## config.mk

```make
export PLATFORM = sky130hd
export DESIGN_NAME = rx
export DESIGN_NICKNAME = d
export VERILOG_FILES = /design/src/rtl/uart_pkg.sv /design/src/rtl/sync2.sv /design/src/rtl/rx.sv
export SDC_FILE = /design/constraint.sdc
export NUM_CORES = 1
export LEC_CHECK = 0
export BUFFER_PORTS_ARGS = -buffer_cell sky130_fd_sc_hd__buf_2
export CORE_MARGIN = 4
export CORE_UTILIZATION = 58
export DETAILED_ROUTE_END_ITERATION = 8
export GPL_ROUTABILITY_DRIVEN = 0
export HOLD_SLACK_MARGIN = 0.08
export PLACE_DENSITY = 0.82
export RECOVER_POWER = 25
export SYNTH_ARGS = -nofsm -noshare
export SYNTH_HDL_FRONTEND = slang
export SYNTH_SLANG_ARGS = --single-unit
```

## constraint.sdc

```tcl
create_clock -name clk -period 2.4 [get_ports clk]
set_input_delay 0.24 -clock clk [delete_from_list [all_inputs] [get_ports clk]]
set_output_delay 0.24 -clock clk [all_outputs]
set_load 0.02 [all_outputs]
```

## src/rtl/uart_pkg.sv

```systemverilog
// rtl/uart_pkg.sv - shared UART constants and receiver state encoding
package uart_pkg;

  localparam int BIT_TIME  = 5208;
  localparam int HALF_BIT  = 2604;
  localparam int DATA_BITS = 8;
  localparam int TIMER_W   = 13;
  localparam int BITCNT_W  = 3;

  typedef enum logic [2:0] {
    IDLE  = 3'd0,
    START = 3'd1,
    BITS  = 3'd2,
    PAR   = 3'd3,
    STOP  = 3'd4,
    ACK   = 3'd5
  } state_t;

endpackage

```

## src/rtl/sync2.sv

```systemverilog
// rtl/sync2.sv - two-flop synchronizer for the asynchronous serial line
module sync2 (
  input  logic clk,
  input  logic Reset,
  input  logic d_i,
  output logic q_o
);

  logic meta_q;
  logic sync_q;

  // Both flops reset to the idle-high line level so reset never fakes a start bit.
  always_ff @(posedge clk) begin
    if (Reset) begin
      meta_q <= 1'b1;
      sync_q <= 1'b1;
    end else begin
      meta_q <= d_i;
      sync_q <= meta_q;
    end
  end

  assign q_o = sync_q;

endmodule

```

## src/rtl/rx.sv

```systemverilog
// rtl/rx.sv - UART receiver: 8 data bits LSB first, odd parity, one stop bit
module rx
  import uart_pkg::*;
#(
  parameter int BIT_TIME = uart_pkg::BIT_TIME,
  parameter int HALF_BIT = uart_pkg::HALF_BIT
) (
  input  logic                 clk,
  input  logic                 Reset,
  input  logic                 Sin,
  input  logic                 ReceiveAck,
  output logic                 Receive,
  output logic [DATA_BITS-1:0] Dout,
  output logic                 parityErr,
  output logic                 frameErr
);

  localparam logic [TIMER_W-1:0]  BIT_LAST  = TIMER_W'(BIT_TIME - 1);
  localparam logic [TIMER_W-1:0]  HALF_LAST = TIMER_W'(HALF_BIT - 1);
  localparam logic [BITCNT_W-1:0] LAST_BIT  = BITCNT_W'(DATA_BITS - 1);

  state_t                state_q, state_d;
  logic [TIMER_W-1:0]    timer_q, timer_d;
  logic [BITCNT_W-1:0]   bitcnt_q, bitcnt_d;
  logic [DATA_BITS-1:0]  shift_q, shift_d;
  logic                  par_q, par_d;
  logic [DATA_BITS-1:0]  dout_q, dout_d;
  logic                  perr_q, perr_d;
  logic                  ferr_q, ferr_d;
  logic                  sin_s;
  logic                  bit_end;

  sync2 u_sync2 (
    .clk   (clk),
    .Reset (Reset),
    .d_i   (Sin),
    .q_o   (sin_s)
  );

  assign bit_end = (timer_q == BIT_LAST);

  always_ff @(posedge clk) begin
    if (Reset) begin
      state_q  <= IDLE;
      timer_q  <= '0;
      bitcnt_q <= '0;
      shift_q  <= '0;
      par_q    <= 1'b0;
      dout_q   <= '0;
      perr_q   <= 1'b0;
      ferr_q   <= 1'b0;
    end else begin
      state_q  <= state_d;
      timer_q  <= timer_d;
      bitcnt_q <= bitcnt_d;
      shift_q  <= shift_d;
      par_q    <= par_d;
      dout_q   <= dout_d;
      perr_q   <= perr_d;
      ferr_q   <= ferr_d;
    end
  end

  // Timer restarts at each terminal count, so after the half-bit start check
  // every later sample lands in the middle of its bit.
  always_comb begin
    state_d  = state_q;
    timer_d  = timer_q;
    bitcnt_d = bitcnt_q;
    shift_d  = shift_q;
    par_d    = par_q;
    dout_d   = dout_q;
    perr_d   = perr_q;
    ferr_d   = ferr_q;
    case (state_q)
      IDLE: begin
        timer_d  = '0;
        bitcnt_d = '0;
        if (!sin_s) state_d = START;
      end
      START: begin
        if (timer_q == HALF_LAST) begin
          timer_d = '0;
          state_d = sin_s ? IDLE : BITS;
        end else begin
          timer_d = timer_q + TIMER_W'(1);
        end
      end
      BITS: begin
        if (bit_end) begin
          timer_d = '0;
          shift_d = {sin_s, shift_q[DATA_BITS-1:1]};
          if (bitcnt_q == LAST_BIT) state_d = PAR;
          else bitcnt_d = bitcnt_q + BITCNT_W'(1);
        end else begin
          timer_d = timer_q + TIMER_W'(1);
        end
      end
      PAR: begin
        if (bit_end) begin
          timer_d = '0;
          par_d   = sin_s;
          state_d = STOP;
        end else begin
          timer_d = timer_q + TIMER_W'(1);
        end
      end
      STOP: begin
        if (bit_end) begin
          timer_d = '0;
          dout_d  = shift_q;
          perr_d  = ~(^{shift_q, par_q});
          ferr_d  = ~sin_s;
          state_d = ACK;
        end else begin
          timer_d = timer_q + TIMER_W'(1);
        end
      end
      ACK: begin
        if (ReceiveAck) state_d = IDLE;
      end
      default: state_d = IDLE;
    endcase
  end

  always_comb begin
    Receive = 1'b0;
    if (state_q == ACK) Receive = 1'b1;
  end

  assign Dout      = dout_q;
  assign parityErr = perr_q;
  assign frameErr  = ferr_q;

endmodule

```

Word level (Yosys, flattened, before mapping) --
Cells that the tools add are included.
Word-level totals: register bits 40, word-level logic and storage cells 56, output and inout port bits 11, input port bits 4
Cells by class: add/sub/neg operators 2, reduce and logical (&&, ||, !) cells 10, muxes and demuxes 16, eq/ne operators 16, bitwise gates (word level) 2
Operators with widths (count):
- $pmux W13 S3 | 1
- $mux W3 | 9
- $mux W13 | 2
- $pmux W3 S6 | 1
- $ne A2 B2 Y1 const B | 8
- $add A13 B1 Y13 const B | 1
- $eq A13 B12 Y1 const B | 1
- $eq A13 B13 Y1 const B | 1
- $eq A3 B3 Y1 const B | 3
- $reduce_xor A9 Y1 | 1
- $reduce_and A7 Y1 | 1
- $eq A3 B2 Y1 const B | 2
- $pmux W3 S2 | 1
- $reduce_and A2 Y1 | 3
- $add A3 B1 Y3 const B | 1
- $eq A3 B1 Y1 const B | 1
- $logic_not A3 Y1 | 1
- $reduce_and A3 Y1 | 1
- $reduce_bool A3 Y1 | 1
- $reduce_or A3 Y1 | 1
- $mux W2 | 1
- $not A1 Y1 | 2
- $reduce_bool A2 Y1 | 1
- $mux W1 | 1

Logic depth before layout (Yosys ltp) --
depth after elaboration 4, mapped depth 7, depth with buffers taken out 6

Cells and area by module --
Synthesis repeated with hierarchy kept, for this count alone.
Unflattened totals: cell total of the unflattened synthesis 217, area, all modules 1936.9 sq um
By module, submodules not included:
- rx | cells an instance 213, area an instance 1884.3 sq um, instances 1, sequential area each 760.7 sq um
- sync2 | cells an instance 4, area an instance 52.6 sq um, instances 1, sequential area each 40.0 sq um

Least setup slack after synthesis --
Ideal clock, no wire load.
path kind reg2reg, start point register timer_q[0], end point register state_q[1], slack 0.208 ns, setup time 0.070 ns, cell stages (with the launch flop) 7, arrival 2.122 ns, data required time 2.330 ns, buffers on the path 0, period minus slack after synthesis 2.192 ns, cells stage by stage dfxtp_1 ha_1 or3b_4 nor4_4 o22ai_2 or4b_1 a21oi_1
Between the ends: cells in the longest elaborated chain, start to end 3, elaborated cells on any way between the ends 7, those cells by class eq/ne: 6; reduce/logical: 1
RTL lines:
- from (decl) | RTL line rx.sv:23 | logic [TIMER_W-1:0] timer_q, timer_d;
- from (signal assigned) | RTL line rx.sv:54 | timer_q <= timer_d;
- $eq A13 B12 Y1 or $eq A13 B13 Y1 (tied branches) | RTL line rx.sv:82, rx.sv:40
- $ne A2 B2 Y1 (no source line)
- $reduce_and A7 Y1 (no source line) *
- to (signal assigned) | RTL line rx.sv:53 | state_q <= state_d;
- to (decl) | RTL line rx.sv:22 | state_t state_q, state_d;
Every way passes the cells marked *; elsewhere a longest branch is shown, timed or not. A chain may end at the register's enable or synchronous reset.

Worst setup path in the final report --
start point register timer_q[1], end point register state_q[1]
Same word-level chain as after synthesis.

==> metrics.cfg <==
[clocking]
cts_setup_buffers = 0
cts.clk_slew.worst_paths_ps = 120
cts-root-buf = clkbuf_4
insertion_delay_ps = 360
cts-buffers-inserted = 5
cts_max_level = 2
clock-sinks = 40
cts_tree = done
cts_max_path_buffers = 2

[placed_design]
port_buffers = 14
hpwl_mm = 2.53
postPlaceCellArea_um2 = 2030

[critical_path]
worstReg2RegStart = timer_q[1]$_SDFFE_PP0P_
r2r_slack_ps = 110
start_kind = register
r2r_cells = 6
end_kind = register
crit_arrival_ps = 2580
r2r_end = state_q[1]$_SDFFE_PP0P_
crit_required_ps = 2690
crit_type = register to register
crit_fanout = 6

[hold_path]
hp-start = ReceiveAck
whs_path_depth = 4
hold_class = primary input to register
min_to = state_q[2]$_SDFFE_PP0P_

[grt]
grt_start_max_net_pins = 34
grt_pass1_wl_mm = 6.57
grt_usage = 0.195
overflow = 0
antenna_found_initial = 0
grt_pass1_vias = 1450

[detailed_routing]
drt_pass1_iterations = 4
wl_per_cell_um = 13.1
detail_route.iter0.violations = 109
ant_nets = 0
post-route-drc-count = 0
detail_route.wirelength_mm = 3.58
vias_per_cell = 5.56
vias = 1523

[cells_and_area]
fin_area_um2 = 2110
ff_latch_area_um2 = 801
layout.nets = 236
insertedDiodeCount = 0
multi_input_area_um2 = 1060
layout-area-overhead-vs-synth_pct = 9.98
drive_gt1_frac = 0.117
fillers = 285
layout_commonest_cell = dfxtp_1
mostFrequentLayoutCells = dfxtp_1 (40), nor2_1 (25), nand2_1 (19)

[power_and_ir_drop]
total_power_w = 0.00125
p_leak_nw = 0.869
p_per_area_nw_per_um2 = 592
ir_worst_vdd_v = 0.000336

[synthesis]
synth-seq-cells = 40
ys.flop_type = dfxtp_1
synth_area_leaders = dfxtp_1 (42%), mux2i_1 (9.4%), nor2_1 (4.9%), nand2_1 (3.7%), a21oi_1 (3.7%)
synth_cell_types = 42
synth_top_area_frac = 0.417
synth_top_area_cell = dfxtp_1
syn-cell-area_um2 = 1920
ys_seq_area_frac = 0.417
yosysWarnings = 0
postSynth.asyncResetShare = 0
synth-edff-count = 0
synthesis.nets = 222
syn_avg_cell_area_um2 = 8.92
syn-instance-count = 215

[sta]
skew_ps = 14.1
setup_violations = 0
hold_ws_ps = 202
fin_crit_sh = 0.954
finalSetupTns_ps = 0
slew_headroom = 0.598
finalHoldViolCount = 0
drv_slew = 0
worstMarginPinSlew_ps = 598
min_period_ps = 2290
rsz0062_at_grt = no
max_freq_mhz = 437

[floorplanning]
placementRows = 20
core_area_um2 = 3100
start_util = 0.618
pin_count = 15
die_w_um = 65.5
dieArea_um2 = 4290
dieHeight_um = 65.5

[run_status]
status = finished clean

[job]
drv_cap = 0

-- kinds of logic after synthesis --
| logic type | after synthesis | share of synthesized area |
|---|---|---|
| AO/OA/AOI/OAI | 37 | 0.124 |
| XOR/XNOR | 9 | 0.0411 |
| adder cells (fa/ha/maj) | 3 | 0.0196 |
| buffers and inverters | 15 | 0.0313 |
| flip-flops | 40 | 0.417 |
| multiplexers | 19 | 0.0998 |
| AND/OR/NAND/NOR | 92 | 0.267 |
-- cells in the mapped netlist, types with 3 or more instances --
cell type	n
o21ai_0	4
mux2i_1	18
dfxtp_1	40
ha_1	3
nor2_1	25
clkbuf_1	10
a41oi_1	4
or3b_1	3
xnor2_1	7
nand2b_1	3
nand2_1	19
a21oi_1	14
a31oi_1	8
or2_2	3
nand3_1	14
buf_2	3
nand3b_1	6
-- routing by layer --
metal	track usage	vias up	routed length, um
met5	0	-	0
met4	0.0622	0	43
met1	0.255	706	1700
met2	0.316	20	1710
met3	0.0462	5	124
li1	-	792	-
-- sequential cells by signal, indices dropped and copies added, names as in the netlist --
register	cells
Dout	8
bitcnt_q	3
frameErr	1
par_q	1
parityErr	1
shift_q	8
state_q	3
timer_q	13
u_sync2.meta_q	1
u_sync2.q_o	1
-- worst max-delay path by stage --
stage	startpoint	end	slack, ps
after floorplan	timer_q[0]$_SDFFE_PP0P_	state_q[1]$_SDFFE_PP0P_	210
final	timer_q[1]$_SDFFE_PP0P_	state_q[1]$_SDFFE_PP0P_	110
after detailed placement	timer_q[1]$_SDFFE_PP0P_	state_q[1]$_SDFFE_PP0P_	150
after global placement	timer_q[1]$_SDFFE_PP0P_	state_q[1]$_SDFFE_PP0P_	210
after CTS	timer_q[1]$_SDFFE_PP0P_	state_q[1]$_SDFFE_PP0P_	120
after global routing	timer_q[1]$_SDFFE_PP0P_	state_q[1]$_SDFFE_PP0P_	0.05
-- timing repair --
item,CTS,global route
gates resized for setup,0,0
hold buffers,1,0
hold endpoints to repair,1,0
-- power breakdown --
part | internal (W) | leakage, nW | switching (W)
Sequential | 0.000673 | 0.323 | 0.0000144
Combinational | 0.0000441 | 0.504 | 0.0000615
Clock | 0.000223 | 0.0418 | 0.000233
Total | 0.000940 | 0.869 | 0.000309
-- critical path, cell delays in order (launching register included) --
cell	delay, ps
dfxtp_1	430
ha_1	260
or3b_4	420
nor4_4	360
o22ai_2	150
or4b_1	480
a21oi_1	140
-- layout make-up --
class,count,area share
Sequential cell,40,0.380
Multi-Input combinational cell,160,0.501
Timing Repair Buffer,20,0.0498
Tap cell,44,0.0261
Inverter,2,0.00356
Clock buffer,5,0.0178
Clock inverter,3,0.0219
-- per-stage QoR --
step	instances	util	setup WS, ps
CTS	274	0.684	124
finish	274	0.680	110
detailed placement	265	0.654	152
global route	274	0.680	0.0500
global placement	265	0.654	212
floorplan	215	-	208
Note: power is estimated with default switching activity, not from simulation.
